==> src/rtl/read_resp_packer_pkg.sv <==
// Shared types and default sizing for the read response packer and its bench.
package read_resp_packer_pkg;

    localparam int unsigned DEF_AXI_IDWIDTH   = 4;
    localparam int unsigned DEF_AXI_USERWIDTH = 1;
    localparam int unsigned DEF_AXI_DATAWIDTH = 64;
    localparam int unsigned DEF_BURST_LENGTH  = 8;
    localparam int unsigned DEF_TAGDEPTH      = 8;
    localparam int unsigned DEF_DEADLOCKCNT   = 1024;
    localparam int unsigned TEST_DEADLOCKCNT  = 16;

    typedef struct packed {
        logic [DEF_AXI_IDWIDTH-1:0]   id;
        logic [DEF_AXI_USERWIDTH-1:0] user;
    } rd_tag_t;

endpackage

==> src/rtl/read_resp_packer_if.sv <==
// Request, DRAM beat and cache response channels of the read response packer.
interface read_resp_packer_if
    import read_resp_packer_pkg::*;
#(
    parameter int unsigned AXI_IDWIDTH   = DEF_AXI_IDWIDTH,
    parameter int unsigned AXI_USERWIDTH = DEF_AXI_USERWIDTH,
    parameter int unsigned AXI_DATAWIDTH = DEF_AXI_DATAWIDTH,
    parameter int unsigned BURST_LENGTH  = DEF_BURST_LENGTH,
    parameter int unsigned TAGDEPTH      = DEF_TAGDEPTH
) ();

    logic                                    req_valid;
    logic                                    req_ready;
    logic [AXI_IDWIDTH-1:0]                  req_id;
    logic [AXI_USERWIDTH-1:0]                req_user;
    logic                                    beat_valid;
    logic                                    beat_ready;
    logic [AXI_DATAWIDTH-1:0]                beat_data;
    logic                                    beat_last;
    logic                                    resp_valid;
    logic                                    resp_ready;
    logic [AXI_IDWIDTH-1:0]                  resp_id;
    logic [AXI_USERWIDTH-1:0]                resp_user;
    logic [AXI_DATAWIDTH*BURST_LENGTH-1:0]   resp_data;
    logic [$clog2(TAGDEPTH):0]               outstanding;
    logic                                    err_orphan;
    logic                                    err_last;
    logic                                    err_timeout;

    modport slave (
        input  req_valid, req_id, req_user, beat_valid, beat_data, beat_last, resp_ready,
        output req_ready, beat_ready, resp_valid, resp_id, resp_user, resp_data, outstanding,
        output err_orphan, err_last, err_timeout
    );

    modport master (
        output req_valid, req_id, req_user, beat_valid, beat_data, beat_last, resp_ready,
        input  req_ready, beat_ready, resp_valid, resp_id, resp_user, resp_data, outstanding,
        input  err_orphan, err_last, err_timeout
    );

endinterface

==> src/rtl/resp_tag_fifo.sv <==
// In-order FIFO of read tags; no push-to-pop bypass, so a pushed tag is visible next cycle.
module resp_tag_fifo
    import read_resp_packer_pkg::*;
#(
    parameter type         tag_t = rd_tag_t,
    parameter int unsigned DEPTH = DEF_TAGDEPTH
) (
    input  logic                   clk,
    input  logic                   rst_n,
    input  logic                   push,
    input  tag_t                   push_tag,
    input  logic                   pop,
    output tag_t                   pop_tag,
    output logic                   full,
    output logic                   empty,
    output logic [$clog2(DEPTH):0] count
);

    localparam int unsigned AW = $clog2(DEPTH);
    localparam logic [AW:0] DEPTH_CNT = (AW + 1)'(DEPTH);

    tag_t          mem [DEPTH];
    logic [AW-1:0] wr_ptr_q, rd_ptr_q;
    logic [AW:0]   count_q;

    always_ff @(posedge clk) begin
        if (push) begin
            mem[wr_ptr_q] <= push_tag;
        end
    end

    always_ff @(posedge clk) begin
        if (!rst_n) begin
            wr_ptr_q <= '0;
            rd_ptr_q <= '0;
            count_q  <= '0;
        end else begin
            if (push) begin
                wr_ptr_q <= wr_ptr_q + AW'(1);
            end
            if (pop) begin
                rd_ptr_q <= rd_ptr_q + AW'(1);
            end
            if (push && !pop) begin
                count_q <= count_q + (AW + 1)'(1);
            end else if (pop && !push) begin
                count_q <= count_q - (AW + 1)'(1);
            end
        end
    end

    assign pop_tag = mem[rd_ptr_q];
    assign full    = (count_q == DEPTH_CNT);
    assign empty   = (count_q == '0);
    assign count   = count_q;

endmodule

==> src/rtl/read_resp_packer.sv <==
// Packs BURST_LENGTH DRAM beats plus the head request tag into one cache read response.
// Optional RESP_TIMEOUT_EN adds a sticky stall watchdog on err_timeout.
module read_resp_packer
    import read_resp_packer_pkg::*;
#(
    parameter int unsigned AXI_IDWIDTH   = DEF_AXI_IDWIDTH,
    parameter int unsigned AXI_USERWIDTH = DEF_AXI_USERWIDTH,
    parameter int unsigned AXI_DATAWIDTH = DEF_AXI_DATAWIDTH,
    parameter int unsigned BURST_LENGTH  = DEF_BURST_LENGTH,
    parameter int unsigned TAGDEPTH      = DEF_TAGDEPTH
`ifdef RESP_TIMEOUT_EN
    , parameter int unsigned DEADLOCKCNT = DEF_DEADLOCKCNT
`endif
) (
    input logic               clk,
    input logic               rst_n,
    read_resp_packer_if.slave bus
);

    localparam int unsigned    CW        = $clog2(BURST_LENGTH);
    localparam int unsigned    OW        = $clog2(TAGDEPTH) + 1;
    localparam logic [CW-1:0]  LAST_SLOT = CW'(BURST_LENGTH - 1);

    typedef struct packed {
        logic [AXI_IDWIDTH-1:0]   id;
        logic [AXI_USERWIDTH-1:0] user;
    } tag_t;

    tag_t    push_tag, head_tag, resp_tag_q;
    logic    push, fifo_full, fifo_empty;
    logic [OW-1:0] count;

    logic [CW-1:0]                                cnt_q;
    logic [BURST_LENGTH-1:0][AXI_DATAWIDTH-1:0]   asm_q, line, resp_data_q;
    logic    resp_valid_q, err_orphan_q, err_last_q;
    logic    at_last, beat_ready, beat_acc, orphan, take, complete;

    resp_tag_fifo #(
        .tag_t (tag_t),
        .DEPTH (TAGDEPTH)
    ) u_tag_fifo (
        .clk      (clk),
        .rst_n    (rst_n),
        .push     (push),
        .push_tag (push_tag),
        .pop      (complete),
        .pop_tag  (head_tag),
        .full     (fifo_full),
        .empty    (fifo_empty),
        .count    (count)
    );

    always_comb begin
        at_last    = (cnt_q == LAST_SLOT);
        // Only the completing beat can stall: it needs a free output register.
        beat_ready = !(at_last && resp_valid_q && !bus.resp_ready);
        beat_acc   = bus.beat_valid && beat_ready;
        orphan     = beat_acc && fifo_empty && (cnt_q == '0);
        take       = beat_acc && !orphan;
        complete   = take && at_last;
        line                   = asm_q;
        line[BURST_LENGTH-1]   = bus.beat_data;
    end

    assign push     = bus.req_valid && !fifo_full;
    assign push_tag = '{id: bus.req_id, user: bus.req_user};

    always_ff @(posedge clk) begin
        if (!rst_n) begin
            cnt_q        <= '0;
            asm_q        <= '0;
            resp_valid_q <= 1'b0;
            resp_tag_q   <= '0;
            resp_data_q  <= '0;
            err_orphan_q <= 1'b0;
            err_last_q   <= 1'b0;
        end else begin
            if (take) begin
                asm_q[cnt_q] <= bus.beat_data;
                cnt_q        <= at_last ? '0 : cnt_q + CW'(1);
                if (bus.beat_last != at_last) begin
                    err_last_q <= 1'b1;
                end
            end
            if (orphan) begin
                err_orphan_q <= 1'b1;
            end
            if (complete) begin
                resp_valid_q <= 1'b1;
                resp_tag_q   <= head_tag;
                resp_data_q  <= line;
            end else if (resp_valid_q && bus.resp_ready) begin
                resp_valid_q <= 1'b0;
            end
        end
    end

    assign bus.req_ready   = !fifo_full;
    assign bus.beat_ready  = beat_ready;
    assign bus.resp_valid  = resp_valid_q;
    assign bus.resp_id     = resp_tag_q.id;
    assign bus.resp_user   = resp_tag_q.user;
    assign bus.resp_data   = resp_data_q;
    assign bus.outstanding = count;
    assign bus.err_orphan  = err_orphan_q;
    assign bus.err_last    = err_last_q;

`ifdef RESP_TIMEOUT_EN
    localparam int unsigned   SW        = $clog2(DEADLOCKCNT) + 1;
    localparam logic [SW-1:0] STALL_MAX = SW'(DEADLOCKCNT);

    logic [SW-1:0] stall_q, stall_d;
    logic          err_timeout_q;

    always_comb begin
        stall_d = stall_q;
        if (beat_acc || count == '0) begin
            stall_d = '0;
        end else if (stall_q != STALL_MAX) begin
            stall_d = stall_q + SW'(1);
        end
    end

    always_ff @(posedge clk) begin
        if (!rst_n) begin
            stall_q       <= '0;
            err_timeout_q <= 1'b0;
        end else begin
            stall_q <= stall_d;
            if (stall_d == STALL_MAX) begin
                err_timeout_q <= 1'b1;
            end
        end
    end

    assign bus.err_timeout = err_timeout_q;
`else
    assign bus.err_timeout = 1'b0;
`endif

endmodule
==> src/flat_wrapper.sv <==
// flat-port wrapper written by rule: the top's interface ports become plain ports
module read_resp_packer_flat import read_resp_packer_pkg::*;
#(
    parameter int unsigned AXI_IDWIDTH   = DEF_AXI_IDWIDTH,
    parameter int unsigned AXI_USERWIDTH = DEF_AXI_USERWIDTH,
    parameter int unsigned AXI_DATAWIDTH = DEF_AXI_DATAWIDTH,
    parameter int unsigned BURST_LENGTH  = DEF_BURST_LENGTH,
    parameter int unsigned TAGDEPTH      = DEF_TAGDEPTH

)
  (clk, rst_n, bus_req_valid, bus_req_id, bus_req_user, bus_beat_valid, bus_beat_data, bus_beat_last, bus_resp_ready, bus_req_ready, bus_beat_ready, bus_resp_valid, bus_resp_id, bus_resp_user, bus_resp_data, bus_outstanding, bus_err_orphan, bus_err_last, bus_err_timeout);
  read_resp_packer_if #(.AXI_IDWIDTH(AXI_IDWIDTH), .AXI_USERWIDTH(AXI_USERWIDTH), .AXI_DATAWIDTH(AXI_DATAWIDTH), .BURST_LENGTH(BURST_LENGTH), .TAGDEPTH(TAGDEPTH)) bus_i ();
  input logic clk;
  input logic rst_n;
  input wire logic [$bits(bus_i.req_valid)-1:0] bus_req_valid;
  input wire logic [$bits(bus_i.req_id)-1:0] bus_req_id;
  input wire logic [$bits(bus_i.req_user)-1:0] bus_req_user;
  input wire logic [$bits(bus_i.beat_valid)-1:0] bus_beat_valid;
  input wire logic [$bits(bus_i.beat_data)-1:0] bus_beat_data;
  input wire logic [$bits(bus_i.beat_last)-1:0] bus_beat_last;
  input wire logic [$bits(bus_i.resp_ready)-1:0] bus_resp_ready;
  output wire logic [$bits(bus_i.req_ready)-1:0] bus_req_ready;
  output wire logic [$bits(bus_i.beat_ready)-1:0] bus_beat_ready;
  output wire logic [$bits(bus_i.resp_valid)-1:0] bus_resp_valid;
  output wire logic [$bits(bus_i.resp_id)-1:0] bus_resp_id;
  output wire logic [$bits(bus_i.resp_user)-1:0] bus_resp_user;
  output wire logic [$bits(bus_i.resp_data)-1:0] bus_resp_data;
  output wire logic [$bits(bus_i.outstanding)-1:0] bus_outstanding;
  output wire logic [$bits(bus_i.err_orphan)-1:0] bus_err_orphan;
  output wire logic [$bits(bus_i.err_last)-1:0] bus_err_last;
  output wire logic [$bits(bus_i.err_timeout)-1:0] bus_err_timeout;
  assign bus_i.req_valid = bus_req_valid;
  assign bus_i.req_id = bus_req_id;
  assign bus_i.req_user = bus_req_user;
  assign bus_i.beat_valid = bus_beat_valid;
  assign bus_i.beat_data = bus_beat_data;
  assign bus_i.beat_last = bus_beat_last;
  assign bus_i.resp_ready = bus_resp_ready;
  assign bus_req_ready = bus_i.req_ready;
  assign bus_beat_ready = bus_i.beat_ready;
  assign bus_resp_valid = bus_i.resp_valid;
  assign bus_resp_id = bus_i.resp_id;
  assign bus_resp_user = bus_i.resp_user;
  assign bus_resp_data = bus_i.resp_data;
  assign bus_outstanding = bus_i.outstanding;
  assign bus_err_orphan = bus_i.err_orphan;
  assign bus_err_last = bus_i.err_last;
  assign bus_err_timeout = bus_i.err_timeout;
  read_resp_packer #(.AXI_IDWIDTH(AXI_IDWIDTH), .AXI_USERWIDTH(AXI_USERWIDTH), .AXI_DATAWIDTH(AXI_DATAWIDTH), .BURST_LENGTH(BURST_LENGTH), .TAGDEPTH(TAGDEPTH)) u_core (.clk(clk), .rst_n(rst_n), .bus(bus_i));
endmodule
==> config.mk <==
export PLATFORM = sky130hd
export DESIGN_NAME = read_resp_packer_flat
export DESIGN_NICKNAME = d
export VERILOG_FILES = /design/src/rtl/read_resp_packer_pkg.sv /design/src/rtl/read_resp_packer_if.sv /design/src/rtl/resp_tag_fifo.sv /design/src/rtl/read_resp_packer.sv /design/src/flat_wrapper.sv
export SDC_FILE = /design/constraint.sdc
export NUM_CORES = 2
export LEC_CHECK = 0
export ABC_CLOCK_PERIOD_IN_PS = 2600
export CAP_MARGIN = 15
export CELL_PAD_IN_SITES_DETAIL_PLACEMENT = 1
export CELL_PAD_IN_SITES_GLOBAL_PLACEMENT = 2
export CORE_MARGIN = 5
export CORE_UTILIZATION = 25
export CTS_CLUSTER_DIAMETER = 60
export DETAILED_ROUTE_END_ITERATION = 12
export PLACE_DENSITY = 0.73
export SLEW_MARGIN = 20
export SYNTH_ARGS = -nofsm -noshare
export SYNTH_HDL_FRONTEND = slang
export SYNTH_SLANG_ARGS = --single-unit
==> constraint.sdc <==
create_clock -name clk -period 2.6 [get_ports clk]
set_input_delay 0.26 -clock clk [delete_from_list [all_inputs] [get_ports clk]]
set_output_delay 0.26 -clock clk [all_outputs]
set_load 0.1 [all_outputs]
==> flow_summary.json <==
{
  "tightest_slew_ps": 868.0,
  "final.period_utilization_pct": 96.84,
  "grt_pass1_wl_um": 202300,
  "rr_startpoint": "u_core.cnt_q[0]",
  "drt-wirelength-per-cell_um": 20.25,
  "finalHoldViolCount": 0,
  "final_cell_mix": "nand2_1 (1735), dfxtp_1 (974), buf_4 (627)",
  "drcViolationCount": 0,
  "clkLatencyLatePin_ps": 740,
  "fmax_mhz": 397.2,
  "crit_fanout": 4,
  "layout_commonest_cell": "nand2_1",
  "critPathLaunchType": "flop",
  "ant_nets": 0,
  "syn_area_sq_um": 37560,
  "tritoncts": "built",
  "peakVddDrop_mv": 0.6064,
  "synth_edf_count": 40,
  "min_path_cells": 3,
  "grt_use_total_pct": 16.78,
  "die_area_sq_um": 158100,
  "port_buffers": 600,
  "avgSynthCellArea_sq_um": 9.082,
  "num-fill-cells": 17370,
  "status": "finished clean",
  "core_area_sq_um": 149600,
  "synthArstFlopShare_pct": 0,
  "viasPerCell": 4.424,
  "p_per_area_nw_per_um2": 751.4,
  "drive_gt1_share_pct": 18.89,
  "setup_viol": 0,
  "holdCritStartpoint": "bus_req_valid",
  "die_h_um": 397.6,
  "crit_path_cell_trace": "ha_2, ha_4, and3b_2, a211oi_4, buf_6, inv_8, ha_2, inv_4, ha_4, a21oi_4, a211oi_2, a31oi_1, mux2i_1",
  "fp.dieW_um": 397.6,
  "timing.critical_path.required_ps": 3250,
  "dp_slack_ps": -43.06,
  "hold_path_end": "u_core.u_tag_fifo.wr_ptr_q[1]",
  "grt_antenna_before_repair": 10,
  "cts_buffers": 121,
  "initial_utilization_pct": 25.11,
  "grt-ovfl-total": 0,
  "numClockSinks": 1021,
  "critPathBufInv": 3,
  "syn-num-nets": 4220,
  "worst_slack_ps": 82.11,
  "top_level_ports": 602,
  "drt_wl_total_um": 138100,
  "worst_setup_path_end_kind": "flop",
  "yosysUniqueCellTypes": 43,
  "cp_data_arrival_time_ps": 3170,
  "grt_pass1_vias": 30850,
  "r2r-end": "u_core.u_tag_fifo.count[3]",
  "totalPowerFinal_uw": 37100,
  "layout_min_cycle_time_ps": 2518,
  "slowest_delay_ps": 330,
  "critPathSlowestCell": "dfxtp_2",
  "drv_slew": 0,
  "synthFlopType": "dfxtp_1",
  "regToRegSetupSlack_ps": 80,
  "ys_warn_count": 0,
  "critPathKind": "flop to flop",
  "dr.pass1.iters": 5,
  "nets": 4792,
  "grt_max_degree": 110,
  "gp_congestion": 0.7691,
  "cap_viol_max_count": 0,
  "cts_root_buf": "clkbuf_16",
  "max-slew-margin-rel_pct": 41.95,
  "ys_ff_latch": 1021,
  "h-tree-depth": 3,
  "area_growth_syn_to_layout_pct": 31.43,
  "path_delay_family": "adder cells",
  "power.leakage_uw": 0.01884,
  "rsz0062_at_grt": "yes",
  "hp-class": "input port to flop",
  "synthCells": 4136,
  "cts_buffer_depth": 3,
  "fin_skew_ps": 32.94,
  "drt_iter0_markers": 1410,
  "vias": 30170,
  "dp_hpwl_um": 96870,
  "yosysSeqAreaShare_pct": 55.48,
  "clk_pin_slew_ps": 60,
  "worstRegToRegCells": 13,
  "rows": 142
}
==> report_power, final <==
| part | internal [uW] | total, uW | leakage, uW | switching (uW) |
|---|---|---|---|---|
| sequential | 16300 | 16600 | 0.00828 | 326 |
| clock | 10100 | 17100 | 0.00197 | 7000 |
| combinational | 1360 | 3330 | 0.00860 | 1970 |
| total | 27800 | 37100 | 0.0188 | 9290 |
==> per-layer routing <==
metal  share of wire (%)  track usage (%)
met5                   0                0
met4                 2.1            4.284
met3                 5.8            3.872
met2                  43            25.86
met1                  49            23.65
==> worst max-delay path by stage <==
| stage | from | end | slack [ps] | cells past startpoint |
|---|---|---|---|---|
| after floorplan | u_core.cnt_q[0] | u_core.u_tag_fifo.count[3] | 20 | 15 |
| after global placement | bus_resp_ready | u_core.bus.resp_data[340] | -30 | 7 |
| after detailed placement | bus_resp_ready | u_core.bus.resp_data[454] | -40 | 7 |
| after CTS | u_core.cnt_q[0] | u_core.bus.resp_data[406] | 10 | 8 |
| after global routing | u_core.cnt_q[0] | u_core.u_tag_fifo.count[3] | -30 | 13 |
| final | u_core.cnt_q[0] | u_core.u_tag_fifo.count[3] | 80 | 13 |
==> worst min-delay path: stages <==
cell	delay, ps
clkdlybuf4s50_1	490
nand3_1	120
a21boi_0	70
==> sequential cells by signal, indices dropped and copies added, names as in the netlist <==
signal / count
u_core.bus.resp_data: 512
u_core.bus.err_orphan: 1
u_core.bus.err_last: 1
u_core.u_tag_fifo.wr_ptr_q: 3
u_core.bus.resp_user: 1
u_core.cnt_q: 3
u_core.bus.resp_valid: 1
u_core.u_tag_fifo.count: 4
u_core.u_tag_fifo.mem: 40
u_core.bus.resp_id: 4
u_core.u_tag_fifo.rd_ptr_q: 3
u_core.asm_q: 448
==> cells in the mapped netlist (2+ instances only) <==
library cell | instances | area share [%]
a211oi_2 | 2 | 0.067
a21boi_0 | 594 | 12
a21boi_1 | 114 | 2.3
a21oi_1 | 6 | 0.080
and2_1 | 5 | 0.083
and3_1 | 2 | 0.033
and4_1 | 2 | 0.047
buf_1 | 15 | 0.15
buf_2 | 124 | 1.7
buf_6 | 8 | 0.24
clkbuf_1 | 157 | 1.6
dfxtp_1 | 981 | 52
edfxtp_1 | 40 | 3.2
ha_1 | 8 | 0.27
inv_1 | 4 | 0.040
inv_2 | 2 | 0.020
mux2i_1 | 265 | 7.1
mux4_2 | 10 | 0.60
nand2_1 | 1737 | 17
nand2b_1 | 4 | 0.067
nand3_1 | 7 | 0.093
nand4_1 | 2 | 0.033
nor2_1 | 5 | 0.050
nor2b_1 | 6 | 0.10
nor3_1 | 4 | 0.053
nor3b_1 | 2 | 0.040
nor4_1 | 2 | 0.033
o21a_1 | 2 | 0.040
o21ai_0 | 6 | 0.080
xnor2_1 | 7 | 0.16
==> repair_timing <==
item,4_1_cts,5_1_grt
endpoints found under the hold margin,11,0
hold buffers,1,0
buffers inserted,0,5
endpoints found under the setup margin,0,154
gates resized for setup,0,16
==> cell families (layout without fill, tap and decap cells) <==
family / count (synthesis) / count (layout) / synth area share, %
XOR/XNOR: 7 / 7 / 0.1632
multiplexers: 275 / 275 / 7.661
adder cells (fa/ha/maj): 9 / 9 / 0.3198
buffers and inverters: 311 / 972 / 3.691
other: 1 / 8 / 0.009983
AO/OA/AOI/OAI: 728 / 728 / 14.53
AND/OR/NAND/NOR: 1784 / 1784 / 18.15
flip-flops: 1021 / 1021 / 55.48
==> area by class of cell <==
class / instances / area [sq um] / area share [%]
diodes: 7 / 17.52 / 0.03548
flip-flops and latches: 1021 / 20860 / 42.25
well taps: 2016 / 2522 / 5.109
clock inverters: 33 / 454.2 / 0.9199
multi-input cells: 2804 / 15460 / 31.31
clock buffers: 179 / 3548 / 7.187
inverters: 6 / 32.53 / 0.06589
repair buffers: 754 / 6479 / 13.12
==> stage by stage <==
step / area (sq um) / utilization [%] / instances / setup TNS (ps) / hold slack, ps
2_1_floorplan: 37640 / - / 4136 / 0 / 358.9
3_3_place_gp: 45200 / 30.21 / 6594 / -42.03 / 435.5
3_5_place_dp: 45200 / 30.21 / 6594 / -335.8 / 446.2
4_1_cts: 49210 / 32.90 / 6807 / 0 / 185.6
5_1_grt: 49350 / 32.99 / 6813 / -65.78 / 244.4
6_report: 49370 / 33.00 / 6820 / 0 / 266.3
Power figures use the tool's default switching activity.
